File: config.mk
export PLATFORM = sky130hd
export DESIGN_NAME = pll_lock_sequencer
export DESIGN_NICKNAME = d
export VERILOG_FILES = /design/src/rtl/pll_lock_sequencer.sv
export SDC_FILE = /design/constraint.sdc
export NUM_CORES = 1
export LEC_CHECK = 0
export ABC_AREA = 1
export BUFFER_PORTS_ARGS = -buffer_cell sky130_fd_sc_hd__buf_2
export CAP_MARGIN = 20
export CORE_MARGIN = 1.5
export CORE_UTILIZATION = 30
export CTS_CLUSTER_DIAMETER = 30
export DETAILED_ROUTE_END_ITERATION = 10
export GPL_ROUTABILITY_DRIVEN = 0
export GPL_TIMING_DRIVEN = 0
export PLACE_DENSITY_LB_ADDON = 0.25
export SYNTH_ARGS = -nofsm -noshare
export SYNTH_HDL_FRONTEND = slang
export SYNTH_SLANG_ARGS = --single-unit
export TNS_END_PERCENT = 10
File: constraint.sdc
create_clock -name CLK -period 3.2 [get_ports CLK]
set_input_delay 0.32 -clock CLK [delete_from_list [all_inputs] [get_ports CLK]]
set_output_delay 0.32 -clock CLK [all_outputs]
set_load 0.02 [all_outputs]
File: src/rtl/pll_lock_sequencer.sv
// PLL bring-up/lock supervisor: drives PLL RST/PWRDWN, retries on lock timeout and
// releases channel resets in staggered order. Define PLL_LOCK_SEQ_STATS_EN for O_LOSS_CNT/O_LAST_LOCK_CYC.
module pll_lock_sequencer #(
    parameter int unsigned NUM_CH         = 6,
    parameter int unsigned RST_HOLD       = 16,
    parameter int unsigned LOCK_STABLE    = 4,
    parameter int unsigned LOCK_TIMEOUT   = 1024,
    parameter int unsigned MAX_RETRIES    = 3,
    parameter int unsigned STAGGER_CYCLES = 8
) (
    input  logic              CLK,
    input  logic              RST_N,
    input  logic              I_PWRDWN,
    input  logic              I_LOCKED,
    output logic              O_PLL_RST,
    output logic              O_PLL_PWRDWN,
    output logic [NUM_CH-1:0] O_CH_RST_N,
    output logic              O_READY,
    output logic              O_FAIL,
    output logic [3:0]        O_RETRY_CNT
`ifdef PLL_LOCK_SEQ_STATS_EN
    ,
    output logic [7:0]        O_LOSS_CNT,
    output logic [15:0]       O_LAST_LOCK_CYC
`endif
);

    localparam int unsigned TMR_MAX = (RST_HOLD > LOCK_TIMEOUT) ? RST_HOLD : LOCK_TIMEOUT;
    localparam int unsigned TMR_W   = $clog2(TMR_MAX) + 1;
    localparam int unsigned STB_W   = $clog2(LOCK_STABLE) + 1;
    localparam int unsigned STG_W   = $clog2(STAGGER_CYCLES) + 1;

    localparam logic [TMR_W-1:0]  HOLD_LAST    = TMR_W'(RST_HOLD - 1);
    localparam logic [TMR_W-1:0]  TIMEOUT_LAST = TMR_W'(LOCK_TIMEOUT - 1);
    localparam logic [STB_W-1:0]  STB_DONE     = STB_W'(LOCK_STABLE);
    localparam logic [STG_W-1:0]  STG_LAST     = STG_W'(STAGGER_CYCLES - 1);
    localparam logic [3:0]        RETRY_MAX    = 4'(MAX_RETRIES);
    localparam logic [NUM_CH-1:0] CH_ONE       = NUM_CH'(1);

    typedef enum logic [2:0] {
        S_RESET_HOLD,
        S_WAIT_LOCK,
        S_STAGGER,
        S_RUN,
        S_PWRDN,
        S_FAIL
    } state_t;

    state_t            state_q;
    logic [TMR_W-1:0]  timer_q;
    logic [STB_W-1:0]  stab_q, stab_d;
    logic [STG_W-1:0]  stag_q;
    logic [1:0]        sync_q;
    logic              pll_rst_q, pwrdwn_q, ready_q, fail_q;
    logic [NUM_CH-1:0] ch_rst_n_q, ch_rst_n_d;
    logic [3:0]        retry_q;
    logic              locked_s, lock_ok;

    assign locked_s = sync_q[1];

    // Channels release LSB first: shifting a 1 in from the bottom gives ascending order.
    always_comb begin
        stab_d     = locked_s ? stab_q + 1'b1 : '0;
        lock_ok    = (stab_d == STB_DONE);
        ch_rst_n_d = (ch_rst_n_q << 1) | CH_ONE;
    end

    always_ff @(posedge CLK) begin
        if (!RST_N) begin
            state_q    <= S_RESET_HOLD;
            timer_q    <= '0;
            stab_q     <= '0;
            stag_q     <= '0;
            sync_q     <= '0;
            pll_rst_q  <= 1'b1;
            pwrdwn_q   <= 1'b0;
            ch_rst_n_q <= '0;
            ready_q    <= 1'b0;
            fail_q     <= 1'b0;
            retry_q    <= '0;
        end else begin
            sync_q <= {sync_q[0], I_LOCKED};
            if (I_PWRDWN) begin
                state_q    <= S_PWRDN;
                timer_q    <= '0;
                stab_q     <= '0;
                stag_q     <= '0;
                pll_rst_q  <= 1'b1;
                pwrdwn_q   <= 1'b1;
                ch_rst_n_q <= '0;
                ready_q    <= 1'b0;
                fail_q     <= 1'b0;
                retry_q    <= '0;
            end else begin
                case (state_q)
                    S_PWRDN: begin
                        state_q  <= S_RESET_HOLD;
                        timer_q  <= '0;
                        pwrdwn_q <= 1'b0;
                    end
                    S_RESET_HOLD: begin
                        if (timer_q == HOLD_LAST) begin
                            state_q   <= S_WAIT_LOCK;
                            timer_q   <= '0;
                            stab_q    <= '0;
                            pll_rst_q <= 1'b0;
                        end else begin
                            timer_q <= timer_q + 1'b1;
                        end
                    end
                    S_WAIT_LOCK: begin
                        stab_q  <= stab_d;
                        timer_q <= timer_q + 1'b1;
                        if (lock_ok) begin
                            state_q <= S_STAGGER;
                            stag_q  <= '0;
                        end else if (timer_q == TIMEOUT_LAST) begin
                            timer_q   <= '0;
                            pll_rst_q <= 1'b1;
                            if (retry_q < RETRY_MAX) begin
                                retry_q <= retry_q + 4'd1;
                                state_q <= S_RESET_HOLD;
                            end else begin
                                state_q <= S_FAIL;
                                fail_q  <= 1'b1;
                            end
                        end
                    end
                    S_STAGGER, S_RUN: begin
                        if (!locked_s) begin
                            // Loss of lock: drop every channel at once, retry count untouched.
                            state_q    <= S_RESET_HOLD;
                            timer_q    <= '0;
                            pll_rst_q  <= 1'b1;
                            ch_rst_n_q <= '0;
                            ready_q    <= 1'b0;
                        end else if (state_q == S_STAGGER) begin
                            if (stag_q == STG_LAST) begin
                                stag_q     <= '0;
                                ch_rst_n_q <= ch_rst_n_d;
                                if (ch_rst_n_d == '1) begin
                                    state_q <= S_RUN;
                                    ready_q <= 1'b1;
                                    retry_q <= '0;
                                end
                            end else begin
                                stag_q <= stag_q + 1'b1;
                            end
                        end
                    end
                    S_FAIL: begin
                        pll_rst_q <= 1'b1;
                        fail_q    <= 1'b1;
                    end
                    default: begin
                        state_q   <= S_RESET_HOLD;
                        timer_q   <= '0;
                        pll_rst_q <= 1'b1;
                    end
                endcase
            end
        end
    end

    assign O_PLL_RST    = pll_rst_q;
    assign O_PLL_PWRDWN = pwrdwn_q;
    assign O_CH_RST_N   = ch_rst_n_q;
    assign O_READY      = ready_q;
    assign O_FAIL       = fail_q;
    assign O_RETRY_CNT  = retry_q;

`ifdef PLL_LOCK_SEQ_STATS_EN
    logic [7:0]  loss_cnt_q;
    logic [15:0] last_lock_q, last_lock_d;
    logic        loss_evt, lock_evt;
    logic [31:0] wait_cycles;

    // Recorded value is the number of WAIT_LOCK cycles including the accepting one.
    always_comb begin
        loss_evt    = !I_PWRDWN && !locked_s && (state_q == S_STAGGER || state_q == S_RUN);
        lock_evt    = !I_PWRDWN && lock_ok && (state_q == S_WAIT_LOCK);
        wait_cycles = 32'(timer_q) + 32'd1;
        last_lock_d = (wait_cycles > 32'd65535) ? 16'hFFFF : wait_cycles[15:0];
    end

    always_ff @(posedge CLK) begin
        if (!RST_N) begin
            loss_cnt_q  <= '0;
            last_lock_q <= '0;
        end else begin
            if (loss_evt && loss_cnt_q != 8'hFF) loss_cnt_q <= loss_cnt_q + 8'd1;
            if (lock_evt) last_lock_q <= last_lock_d;
        end
    end

    assign O_LOSS_CNT      = loss_cnt_q;
    assign O_LAST_LOCK_CYC = last_lock_q;
`endif

endmodule

==> impl_metrics.toml <==
[status]
status = "finished clean"

[min_path]
min_from = "I_LOCKED"
min-delay-path-class = "in2reg"
min_path_cells = 3
whs_endpoint = "sync_q[0]"

[setup_path]
cp-start-kind = "flip-flop"
cp-end-kind = "flip-flop"
reg2reg_depth = 10
cp_common_cell = "nand2_1"
critPathKind = "reg2reg"
crit_required_ps = 3390
regToRegSetupSlack_ps = 1440
cp_max_fo = 6
crit_chain = "ha_1, nand2_1, nor3_1, nand2_1, nand2_1, nand2_1, nor2_1, nand2_1, o21ai_0, nor2_1"
cp.arrival_ps = 1960
r2r_end = "O_RETRY_CNT[1]"
rr_startpoint = "stag_q[0]"
slowest_delay_ps = 380
cp_slowest_cell = "dfxtp_1"

[timing]
timing.hold.ws_ps = 212
rsz0062_at_grt = "false"
setup_violations = 0
worstMarginPinSlew_ps = 528
clock_skew_ps = 7.64
fin_crit_sh = 0.552
slew_headroom = 0.648
hold_viol = 0
period_minus_slack_ps = 1760
max_freq_mhz = 567
setup_tns_ps = 0
maxSlewViolCount = 0

[drt]
drt_iter0_drc = 64
viasPerCell = 4.50
drtPass1Iterations = 4
post_drt_wl_per_cell_um = 10.9
wl_um = 4110
drc = 0
route.vias.total = 1700
ant_nets = 0

[layout]
drive_above_1_share = 0.193
multi_input_area_mm2 = 0.00106
antennaDiodeCount = 0
finalNetCount = 308
syn_to_final_growth_pct = 16.0
seqCellArea_um2 = 741
n_fill_cell = 685

[placement]
port_buffers = 17
dpl.hpwl_um = 3130

[synthesis]
netlist_instances = 276
synth-seq-cells = 37
syn_area_per_cell_um2 = 7.14
yosys-top-cells-area = "dfxtp_1, nand2_1, nor2_1"
syn-num-nets = 284
synth_top_cell_by_area = "dfxtp_1"
synth_seq_area_share = 0.376
synth.top_cell.area_share = 0.376
yosys_warnings = 0
synth_cell_types = 29
syn_area_mm2 = 0.00197

[power_and_ir_drop]
power.density_mw_per_mm2 = 445
ir_drop_v = 0.000203
cellLeakagePower_uw = 0.000987

[clocking]
cts_max_path_buffers = 2
cts-resized-gates = 0
h-tree-depth = 2
ctsHoldBuffers = 0
cts_tree = "yes"
cts_buffers = 5
clk_pin_slew_worst_paths_ps = 80
postCtsSetupBuffers = 0
insertion_delay_ps = 290
cts_num_sinks = 37
root_buffer = "clkbuf_8"

[global_routing]
grt_pass1_vias = 1547
grtUsageMet3 = 0.0317
met2_usage = 0.199
grt_pass1_wl_um = 6910
busiest_layer = "met2"
use_met1 = 0.153
grt_usage = 0.123
grt_max_degree = 13
overflow = 0
antenna_found_initial = 0

[floorplan]
ios = 18
rows = 29
die_h_um = 84.0
dieArea_mm2 = 0.00706
start_util = 0.310
dieWidth_um = 84.0
core_mm2 = 0.00635

[run]
drv_cap = 0
[kinds of logic (layout without fill, tap and decap cells)]
kind of cell,after synthesis,count (layout),share of synthesized area
and+or+nand+nor,149,149,0.372
buffers and inverters,43,68,0.0870
AOI/OAI and AO/OA,37,37,0.109
DFF,37,37,0.376
xor gates and xnor gates,6,6,0.0305
adders and majority gates,4,4,0.0254
[area by class of cell]
| type | instances | area share |
|---|---|---|
| buffer | 2 | 0.00657 |
| timing repair buffer | 17 | 0.0372 |
| tap | 77 | 0.0422 |
| inverter | 41 | 0.0685 |
| clock inverter | 3 | 0.0285 |
| clock buffer | 5 | 0.0301 |
| sequential | 37 | 0.324 |
| multi-input combinational | 196 | 0.463 |
[report_power, final]
part           switching, uW  internal [uW]  leakage, uW
registers               4.92            466     0.000299
logic                   42.4           18.8     0.000619
clock network            174            310    0.0000681
[cell usage after synthesis (all sizes together)]
cell	count
o21ai	6
dfxtp	37
nor3	6
nor2	44
nand4	4
inv	41
nand3b	1
ha	4
nand3	20
o211ai	4
a21oi	25
xnor2	1
o21bai	1
buf	1
clkbuf	1
and2	1
xor2	5
nand2	73
a31oi	1
[how the worst max path moves through the flow]
| stage | endpoint | cells after the start | from |
|---|---|---|---|
| 2_1_floorplan | O_RETRY_CNT[1] | 10 | stag_q[0] |
| 3_3_place_gp | stab_q[0] | 6 | RST_N |
| 3_5_place_dp | O_RETRY_CNT[1] | 10 | stag_q[0] |
| 4_1_cts | O_RETRY_CNT[1] | 10 | stag_q[0] |
| 5_1_grt | O_RETRY_CNT[1] | 10 | stag_q[0] |
| 6_report | O_RETRY_CNT[1] | 10 | stag_q[0] |
[per-layer routing]
| metal | part of all wire | vias to the layer above |
|---|---|---|
| met1 | 0.50 | 746 |
| met4 | 0.014 | 0 |
| met5 | 0 | - |
| met3 | 0.037 | 7 |
| li1 | - | 921 |
| met2 | 0.45 | 26 |
[sequential cells by signal, summed over array words and instances (netlist names)]
signal and flops:
O_FAIL 1, O_PLL_PWRDWN 1, sync_q 2, state_q 3
O_PLL_RST 1, stab_q 3, O_RETRY_CNT 4, O_READY 1
stag_q 4, O_CH_RST_N 6, timer_q 11
[through the flow]
stage | worst slack, ps | util | cells | total power [uW] | area (um2)
finish | 1440 | 0.360 | 378 | 1020 | 2280
floorplan | 1730 | - | 276 | 527 | 1970
CTS | 1430 | 0.360 | 378 | 1030 | 2280
global route | 1200 | 0.360 | 378 | 1060 | 2280
detailed placement | 1450 | 0.339 | 370 | 544 | 2150
global placement | 1450 | 0.339 | 370 | 544 | 2150
[critical path, delay by kind of cell, from the launching register on]
| kind | cells | cell delay, ps |
|---|---|---|
| flops | 1 | 380 |
| compound gates | 1 | 70 |
| fa+ha+maj | 1 | 300 |
| simple gates | 8 | 910 |
[cell usage in the layout, fill, tap and decap left out, types with 2 or more instances in the layout]
cell type / count
inv_2: 7
buf_2: 17
inv_1: 33
dfxtp_1: 37
ha_1: 4
nor2_4: 2
nand2_4: 3
bufinv_16: 2
nand2_2: 5
o211ai_1: 4
nor3_1: 6
clkbuf_8: 5
nand4_1: 4
a21oi_1: 23
nor2_2: 6
o21ai_0: 6
nand3_4: 2
xor2_1: 5
nor2_1: 34
nor2_8: 2
nand2_1: 65
nand3_1: 18
Note: power is estimated with default switching activity, not from simulation.
